## config.mk

```make
export PLATFORM = sky130hd
export DESIGN_NAME = ppg_ratio_engine
export DESIGN_NICKNAME = d
export VERILOG_FILES = /design/src/rtl/ppg_ratio_engine_pkg.sv /design/src/rtl/ppg_ratio_divider.sv /design/src/rtl/ppg_ratio_engine.sv
export SDC_FILE = /design/constraint.sdc
export NUM_CORES = 1
export LEC_CHECK = 0
export BUFFER_PORTS_ARGS = -buffer_cell sky130_fd_sc_hd__buf_2
export CAP_MARGIN = 20
export CORE_UTILIZATION = 40
export DETAILED_ROUTE_END_ITERATION = 16
export GPL_ROUTABILITY_DRIVEN = 0
export SLEW_MARGIN = 20
export SYNTH_ARGS = -nofsm -noshare
export SYNTH_HDL_FRONTEND = slang
export SYNTH_SLANG_ARGS = --single-unit
```

## constraint.sdc

```tcl
create_clock -name CLK -period 9.3 [get_ports CLK]
set_input_delay 0.93 -clock CLK [delete_from_list [all_inputs] [get_ports CLK]]
set_output_delay 0.93 -clock CLK [all_outputs]
set_load 0.005 [all_outputs]
```

## src/rtl/ppg_ratio_engine_pkg.sv

```systemverilog
// Shared types and constants for the PPG ratio engine.
// Holds the state encoding, the saturation value and the default sizes.
package ppg_ratio_engine_pkg;

  typedef enum logic [2:0] {
    ST_IDLE = 3'd0,
    ST_ACQ  = 3'd1,
    ST_MULT = 3'd2,
    ST_DIV  = 3'd3,
    ST_DONE = 3'd4
  } state_t;

  localparam logic [15:0] R_SAT      = 16'hFFFF;
  localparam int          DEF_FRAC   = 8;
  localparam int          DEF_WINDOW = 100;
  localparam int          DIV_W      = 16 + DEF_FRAC;

endpackage

```

## src/rtl/ppg_ratio_divider.sv

```systemverilog
// Unsigned restoring divider, one quotient bit per cycle, DW cycles in total.
// The first bit is resolved in the start cycle; done pulses the cycle after the last bit.
module ppg_ratio_divider
  import ppg_ratio_engine_pkg::*;
#(
  parameter int DW = DIV_W
) (
  input  logic          CLK,
  input  logic          rst,
  input  logic          start,
  input  logic          abort,
  input  logic [DW-1:0] dividend,
  input  logic [15:0]   divisor,
  output logic          done,
  output logic [DW-1:0] quotient,
  output logic          div_by_zero
);

  localparam int CNT_W = $clog2(DW + 1);

  logic [15:0]    rem;
  logic [15:0]    den_r;
  logic [CNT_W-1:0] cnt;
  logic           run;

  logic [15:0]    cur_rem;
  logic [DW-1:0]  cur_quo;
  logic [15:0]    cur_den;
  logic [16:0]    shifted;
  logic [16:0]    diff;
  logic           fits;
  logic [15:0]    rem_nxt;
  logic [DW-1:0]  quo_nxt;

  // The start cycle feeds the fresh operands straight into the step logic.
  assign cur_rem = start ? 16'd0   : rem;
  assign cur_quo = start ? dividend : quotient;
  assign cur_den = start ? divisor  : den_r;
  assign shifted = {cur_rem, cur_quo[DW-1]};
  assign diff    = shifted - {1'b0, cur_den};
  assign fits    = (shifted >= {1'b0, cur_den});
  assign rem_nxt = fits ? diff[15:0] : shifted[15:0];
  assign quo_nxt = {cur_quo[DW-2:0], fits};

  always_ff @(posedge CLK or posedge rst) begin
    if (rst) begin
      rem         <= '0;
      den_r       <= '0;
      cnt         <= '0;
      run         <= 1'b0;
      done        <= 1'b0;
      quotient    <= '0;
      div_by_zero <= 1'b0;
    end else begin
      done <= 1'b0;
      if (abort) begin
        run <= 1'b0;
      end else if (start) begin
        rem         <= rem_nxt;
        quotient    <= quo_nxt;
        den_r       <= divisor;
        div_by_zero <= (divisor == 16'd0);
        cnt         <= CNT_W'(DW - 1);
        run         <= 1'b1;
      end else if (run) begin
        rem      <= rem_nxt;
        quotient <= quo_nxt;
        cnt      <= cnt - CNT_W'(1);
        if (cnt == CNT_W'(1)) begin
          run  <= 1'b0;
          done <= 1'b1;
        end
      end
    end
  end

endmodule

```

## src/rtl/ppg_ratio_engine.sv

```systemverilog
// Captures RED/IR samples at LED phase ends, tracks per-window min/max and
// computes the SpO2 ratio R = (AC_red*DC_ir)/(AC_ir*DC_red) in fixed point.
module ppg_ratio_engine
  import ppg_ratio_engine_pkg::*;
#(
  parameter int WINDOW = DEF_WINDOW,
  parameter int FRAC   = DEF_FRAC
) (
  input  logic        CLK,
  input  logic        rst,
  input  logic        Enable,
  input  logic        LED_RED,
  input  logic        LED_IR,
  input  logic [7:0]  RED_ADC_Value,
  input  logic [7:0]  IR_ADC_Value,
  output logic [7:0]  RED_AC,
  output logic [7:0]  RED_DC,
  output logic [7:0]  IR_AC,
  output logic [7:0]  IR_DC,
  output logic [15:0] R_Ratio,
  output logic        R_Valid,
  output logic        Error,
  output logic        Busy
);

  localparam int         DW  = 16 + FRAC;
  localparam logic [7:0] WIN = 8'(WINDOW);

  state_t state, state_nxt;

  logic       red_d, ir_d;
  logic [7:0] red_min, red_max, red_cnt;
  logic [7:0] ir_min, ir_max, ir_cnt;
  logic       red_take, ir_take;
  logic [7:0] red_min_n, red_max_n, red_cnt_n;
  logic [7:0] ir_min_n, ir_max_n, ir_cnt_n;
  logic       close;
  logic       clear;

  logic          div_start, div_abort, div_done, div_dz;
  logic [15:0]   num, den;
  logic [DW-1:0] quo;

  function automatic logic [7:0] dc_of(input logic [7:0] hi, input logic [7:0] lo);
    logic [8:0] sum;
    sum = {1'b0, hi} + {1'b0, lo};
    return sum[8:1];
  endfunction

  function automatic logic [15:0] sat_ratio(input logic [DW-1:0] q, input logic dz);
    if (dz || (q > DW'(R_SAT)))
      return R_SAT;
    return q[15:0];
  endfunction

  // Phase end = LED indicator was high last cycle and is low now.
  assign red_take = (state == ST_ACQ) && red_d && !LED_RED && (red_cnt != WIN);
  assign ir_take  = (state == ST_ACQ) && ir_d  && !LED_IR  && (ir_cnt  != WIN);

  assign red_min_n = (red_take && (RED_ADC_Value < red_min)) ? RED_ADC_Value : red_min;
  assign red_max_n = (red_take && (RED_ADC_Value > red_max)) ? RED_ADC_Value : red_max;
  assign red_cnt_n = red_cnt + {7'd0, red_take};
  assign ir_min_n  = (ir_take && (IR_ADC_Value < ir_min)) ? IR_ADC_Value : ir_min;
  assign ir_max_n  = (ir_take && (IR_ADC_Value > ir_max)) ? IR_ADC_Value : ir_max;
  assign ir_cnt_n  = ir_cnt + {7'd0, ir_take};
  assign close     = (red_cnt_n == WIN) && (ir_cnt_n == WIN);

  assign num = {8'd0, RED_AC} * {8'd0, IR_DC};
  assign den = {8'd0, IR_AC}  * {8'd0, RED_DC};

  always_ff @(posedge CLK or posedge rst) begin
    if (rst) state <= ST_IDLE;
    else     state <= state_nxt;
  end

  always_comb begin
    state_nxt = state;
    if (!Enable) begin
      state_nxt = ST_IDLE;
    end else begin
      case (state)
        ST_IDLE: state_nxt = ST_ACQ;
        ST_ACQ:  if (close) state_nxt = ST_MULT;
        ST_MULT: state_nxt = ST_DIV;
        ST_DIV:  if (div_done) state_nxt = ST_DONE;
        ST_DONE: state_nxt = ST_ACQ;
        default: state_nxt = ST_IDLE;
      endcase
    end
  end

  always_comb begin
    Busy      = (state == ST_MULT) || (state == ST_DIV);
    div_start = Enable && (state == ST_MULT);
    div_abort = !Enable;
    clear     = !Enable || (state == ST_IDLE) || (state == ST_DONE);
  end

  ppg_ratio_divider #(.DW(DW)) u_div (
    .CLK         (CLK),
    .rst         (rst),
    .start       (div_start),
    .abort       (div_abort),
    .dividend    ({num, {FRAC{1'b0}}}),
    .divisor     (den),
    .done        (div_done),
    .quotient    (quo),
    .div_by_zero (div_dz)
  );

  always_ff @(posedge CLK or posedge rst) begin
    if (rst) begin
      red_d   <= 1'b0;
      ir_d    <= 1'b0;
      red_min <= 8'hFF;
      red_max <= 8'h00;
      red_cnt <= 8'd0;
      ir_min  <= 8'hFF;
      ir_max  <= 8'h00;
      ir_cnt  <= 8'd0;
      RED_AC  <= 8'd0;
      RED_DC  <= 8'd0;
      IR_AC   <= 8'd0;
      IR_DC   <= 8'd0;
      R_Ratio <= 16'd0;
      R_Valid <= 1'b0;
      Error   <= 1'b0;
    end else begin
      red_d   <= LED_RED;
      ir_d    <= LED_IR;
      R_Valid <= 1'b0;
      if (clear) begin
        red_min <= 8'hFF;
        red_max <= 8'h00;
        red_cnt <= 8'd0;
        ir_min  <= 8'hFF;
        ir_max  <= 8'h00;
        ir_cnt  <= 8'd0;
      end else if (state == ST_ACQ) begin
        red_min <= red_min_n;
        red_max <= red_max_n;
        red_cnt <= red_cnt_n;
        ir_min  <= ir_min_n;
        ir_max  <= ir_max_n;
        ir_cnt  <= ir_cnt_n;
        if (close) begin
          RED_AC <= red_max_n - red_min_n;
          RED_DC <= dc_of(red_max_n, red_min_n);
          IR_AC  <= ir_max_n - ir_min_n;
          IR_DC  <= dc_of(ir_max_n, ir_min_n);
        end
      end
      // Result lands together with the DIV->DONE transition, so R_Valid is high in DONE.
      if (Enable && (state == ST_DIV) && div_done) begin
        R_Ratio <= sat_ratio(quo, div_dz);
        Error   <= div_dz;
        R_Valid <= 1'b1;
      end
    end
  end

endmodule

```

# == Word-level counts from Yosys, hierarchy flattened ==
# Cells that the tools add are included.
# op_classes
addsub,8
mul,2
n_lt_le_gt_ge,6
eq_ne,11
mux,43
bitwise,1
reduce_logical,30
# ops
cell,count
8-bit two-way mux,16
16-bit two-way mux,7
24-bit two-way mux,3
8-bit by 8-bit multiplier with 16-bit output,2
24-bit by 16-bit greater-than comparator with 1-bit output (second input constant),1
8-bit by 8-bit adder with 9-bit output,2
17-bit by 16-bit greater-or-equal comparator with 1-bit output,1
8-bit by 1-bit adder with 8-bit output,2
8-bit by 7-bit equality test with 1-bit output (second input constant),2
8-bit greater-than comparator,2
16-bit zero test,1
8-bit < comparator,2
8-bit by 7-bit != test with 1-bit output (second input constant),2
16-bit subtractor,1
8-bit subtractor,2
1-bit logical AND,14
3-bit case mux with 4 select lines,1
1-bit two-way mux,11
5-bit two-way mux,2
3-bit two-way mux,3
3-bit by 2-bit equality test with 1-bit output (second input constant),2
2-bit AND reduction,3
5-bit by 1-bit equality test with 1-bit output (second input constant),1
5-bit by 1-bit subtractor with 5-bit output (second input constant),1
other kinds (11),17
# word_totals
regBits,167
inputBits,21
output_inout_bits,51
word_cells,124

# == Logic depth before layout (Yosys ltp) ==
# logic_depth
word_depth,10
ltp_mapped,30
depth_no_buf,28

# == Modules after synthesis ==
# From an unflattened synthesis, not the netlist that was laid out.
# hier_totals
hier_cells,1596
area_unflattened_um2,14729.1
# by_module_without_submodules
mod,instances,cells_per_inst,area_per_inst_um2,seq_area_each_um2
ppg_ratio_engine,1,1175,10800.4,2597.5
ppg_ratio_divider,1,421,3928.8,1601.5

# == Worst setup path after synthesis ==
# OpenSTA, ideal clock, no wires.
# synth_timing
path_kind,flip-flop to flip-flop
startpoint,register RED_AC[3]
endpoint,register u_div.rem[12]
setup_time_ns,0.127
t_arrival_ns,6.251
required_time_ns,9.173
slack_ns,2.922
stages_incl_launch_ff,29
n_path_buf,0
synth_period_minus_slack_ns,6.378
path_cell_list,dfrtp_1 and2_1 fa_1 inv_1 fa_1 inv_1 fa_1 inv_1 fa_1 inv_1 ha_1 o21a_1 o31a_1 o211ai_1 a21oi_1 a211oi_1 a21oi_1 mux2i_1 o21bai_1 ha_1 fa_1 nor2b_1 o31a_1 or4_1 a311o_1 a31oi_4 xnor2_1 a32oi_1 nand3_1
# synth_between
elab_chain_len,6
elab_cells_between_ends,7
cone_classes,add/sub (1); mul (1); order compare (1); mux (4)
# synth_rtl
item,line_no,source
start: declaration,ppg_ratio_engine.sv:16,"output logic [7:0] RED_AC,"
start signal: assignment,ppg_ratio_engine.sv:147,RED_AC <= red_max_n - red_min_n;
8-bit by 8-bit multiplier with 16-bit output *,ppg_ratio_engine.sv:68,"assign num = {8'd0, RED_AC} * {8'd0, IR_DC};"
24-bit two-way mux *,ppg_ratio_divider.sv:37,assign cur_quo = start ? dividend : quotient;
16-bit subtractor or 17-bit by 16-bit greater-or-equal comparator with 1-bit output (tied branches),"ppg_ratio_divider.sv:40, ppg_ratio_divider.sv:41",
16-bit two-way mux *,ppg_ratio_divider.sv:42,assign rem_nxt = fits ? diff[15:0] : shifted[15:0];
16-bit two-way mux,ppg_ratio_divider.sv:65,end else if (run) begin
16-bit two-way mux *,ppg_ratio_divider.sv:58,end else if (start) begin
end signal: assignment,ppg_ratio_divider.sv:59,rem <= rem_nxt;
end signal: assignment,ppg_ratio_divider.sv:66,rem <= rem_nxt;
end: declaration,ppg_ratio_divider.sv:21,logic [15:0] rem;
# Every way passes the cells marked *; elsewhere a longest branch is shown, timed or not. The select of a mux whose other input is x is not followed.
# A chain may end at the register's enable or synchronous reset.

# == Worst setup path after layout ==
# Ends and elaborated chain as after synthesis.

==> results.yml <==
cts:
  cts_setup_buffers: 0
  cts_resized: 0
  numClockSinks: 167
  cts_buffers: 17
  cts_max_path_buffers: 2
  htree_levels: 4
  clk_pin_slew_ns: 0.07
  cts_root_buffer: "clkbuf_16"
  ctsHoldBuffers: 0
  clk_latency_ns: 0.45
  cts_tree: "yes"
placement:
  place_area_um2: 15200
  portBuffers: 71
  dp_hpwl_um: 25500
worst_hold_path:
  hold_path_startpoint: "u_div.den_r[0]"
  hold_end: "u_div.den_r[0]"
  hp-class: "reg -> reg"
  worstHoldPathCells: 2
timing:
  maxSlewHeadroom_pct: 34.1
  timing.final.crit_period_ns: 6.87
  worst_pin_slew_ns: 0.988
  max_freq_mhz: 146
  finalSetupTns_ns: 0
  hold_viol: 0
  fin_crit_sh_pct: 73.9
  slew_violations: 0
  hold_slack_ns: 0.473
  setup_viol: 0
  fin_skew_ns: 0.00985
  rsz0062_at_grt: "false"
floorplanning:
  die_area_um2: 36800
  start_util_pct: 40.6
  row_count: 69
  die_w_um: 192
  ioPinCount: 72
  core_area_um2: 35500
  chipHeight_um: 192
yosys:
  ys_warn_count: 0
  synth_nets: 1826
  yosys-top-cells-area: "dfrtp_1 26%, ha_1 13%, fa_1 11%"
  synth_edf_count: 0
  yosysUniqueCellTypes: 68
  synthCells: 1574
  yosysMostFrequentCell: "inv_1"
  yosys.area.top_type: "dfrtp_1"
  yosysTopAreaCellShare_pct: 26.2
  seq_area_frac_synth_pct: 29.2
  async_flop_share_pct: 100
  syn_area_per_cell_um2: 9.15
  synth.top_cells.by_count: "181 x inv_1, 172 x nand2_1, 154 x ha_1, 151 x dfrtp_1, 122 x and2_1"
  syn_area_um2: 14400
  synthFlopType: "dfrtp_1"
  synth.ff_latch_count: 167
power:
  powerDensity_nw_per_um2: 100
  p_total_uw: 1580
  peakVddDrop_v: 0.000124
  p_leak_uw: 0.00809
cells_and_area:
  design_area_um2: 15800
  synthToLayoutAreaGrowth_pct: 9.63
  drive_gt1_share_pct: 11.0
  num-fill-cells: 3447
  nets: 1873
  finish.utilization_pct: 44.5
  num_antenna_cells: 0
detailed_routing:
  vias: 11122
  drc_errors: 0
  via_per_inst: 5.31
  drtAntennaViolNets: 0
  firstDrtPassIters: 5
  drt_iter0_drc: 663
  drt_wl_total_um: 33200
  wl_per_cell_um: 15.8
grt:
  grt_max_degree: 72
  grt_pass1_wl_um: 56400
  grt_pass1_vias: 11165
  grtUsageTotal_pct: 19.0
  grt_remaining_overflow: 0
  antenna_found_initial: 0
worst_setup_path:
  r2r-start: "RED_AC[3]"
  path_max_fanout: 10
  crit_top_cell: "fa_1"
  slowest_delay_ns: 0.53
  critPathKind: "reg -> reg"
  crit_path_top_delay_cell: "fa_1"
  critPathArrivalTime_ns: 7.19
  worstReg2RegEnd: "u_div.rem[12]"
  endpoint_kind: "register"
  regToRegSetupSlack_ns: 2.43
  rr_worst_depth: 28
  critPathRequiredTime_ns: 9.63
  start_kind: "register"
flow_run:
  timing.max_cap.violations: 0
status:
  status: "complete, no violations"
-- layer usage --
layer	vias to the layer above	global-route usage, %	wire [µm]
li1	5483	-	-
met1	5447	24.5	15600
met2	151	32.5	16000
met3	41	2.80	857
met4	0	5.86	626
met5	-	0	0
-- report_power, final --
part	internal [µW]	leakage [µW]	switching, µW
combinational	57.4	0.00558	86.6
clock	358	0.000280	344
sequential	734	0.00223	4.76
-- worst max-delay path by stage --
stage | cells past startpoint | start | to
2_1_floorplan | 28 | RED_AC[3] | u_div.rem[12]
6_report | 28 | RED_AC[3] | u_div.rem[12]
5_1_grt | 27 | RED_AC[0] | u_div.rem[12]
4_1_cts | 28 | RED_AC[3] | u_div.rem[12]
3_3_place_gp | 28 | RED_AC[3] | u_div.rem[12]
3_5_place_dp | 28 | RED_AC[3] | u_div.rem[12]
-- layout make-up --
type / instances / area, µm² / share of cell area, %
Clock buffer: 17 / 425 / 2.69
Clock inverter: 15 / 143 / 0.904
Inverter: 181 / 684 / 4.34
Multi-Input combinational cell: 1171 / 9310 / 59.0
Sequential cell: 167 / 4200 / 26.6
Tap cell: 461 / 577 / 3.65
Timing Repair Buffer: 83 / 445 / 2.82
-- cells by family after synthesis --
family / after synthesis / share of synthesized area, %
multiplexers: 55 / 4.10
XOR/XNOR: 54 / 3.28
AO/OA/AOI/OAI: 325 / 15.3
adder cells (fa/ha/maj): 231 / 24.1
buffers and inverters: 236 / 6.27
AND/OR/NAND/NOR: 506 / 17.8
flip-flops: 167 / 29.2
-- critical path, delay by kind of cell, from the launching register on --
kind / cells / cell delay (ns)
adders and majority gates: 7 / 2.83
AOI/OAI and AO/OA: 11 / 2.05
and+or+nand+nor: 4 / 0.82
DFF: 1 / 0.48
muxes: 1 / 0.26
buffers and inverters: 4 / 0.20
xor gates and xnor gates: 1 / 0.11
-- layout by cell type (no fill, tap or decap), types with 8 or more instances in the layout --
cell and count:
o21ai_0 83, o21bai_1 10, nand2_1 172, nand4_1 24, nor2_1 64, a31oi_1 18, o211ai_1 19, buf_2 71
o21a_1 13, nand3_1 37, ha_1 154, a21o_1 23, dfrtp_1 151, mux2_2 29, xor2_1 11, a22o_1 19
clkbuf_16 17, o22a_1 16, xnor2_1 43, o32a_1 18, a21oi_1 66, nor2b_1 15, fa_1 77, and3_1 13
nand2b_1 11, buf_4 12, inv_6 8, dfstp_2 16, nor3_1 9, mux2i_1 23, and2_1 122, inv_1 180
-- state kept, by name, summed over array words and instances (netlist names), 16 cells and up --
name	cells
u_div.quotient	24
R_Ratio	16
u_div.den_r	16
u_div.rem	16
-- per-stage QoR --
stage / cells / worst slack [ns]
after detailed placement: 2063 / 2.43
final: 2095 / 2.43
after floorplan: 1574 / 2.92
after global placement: 2063 / 2.53
after CTS: 2095 / 2.40
after global routing: 2095 / 1.96
Power figures use the tool's default switching activity.
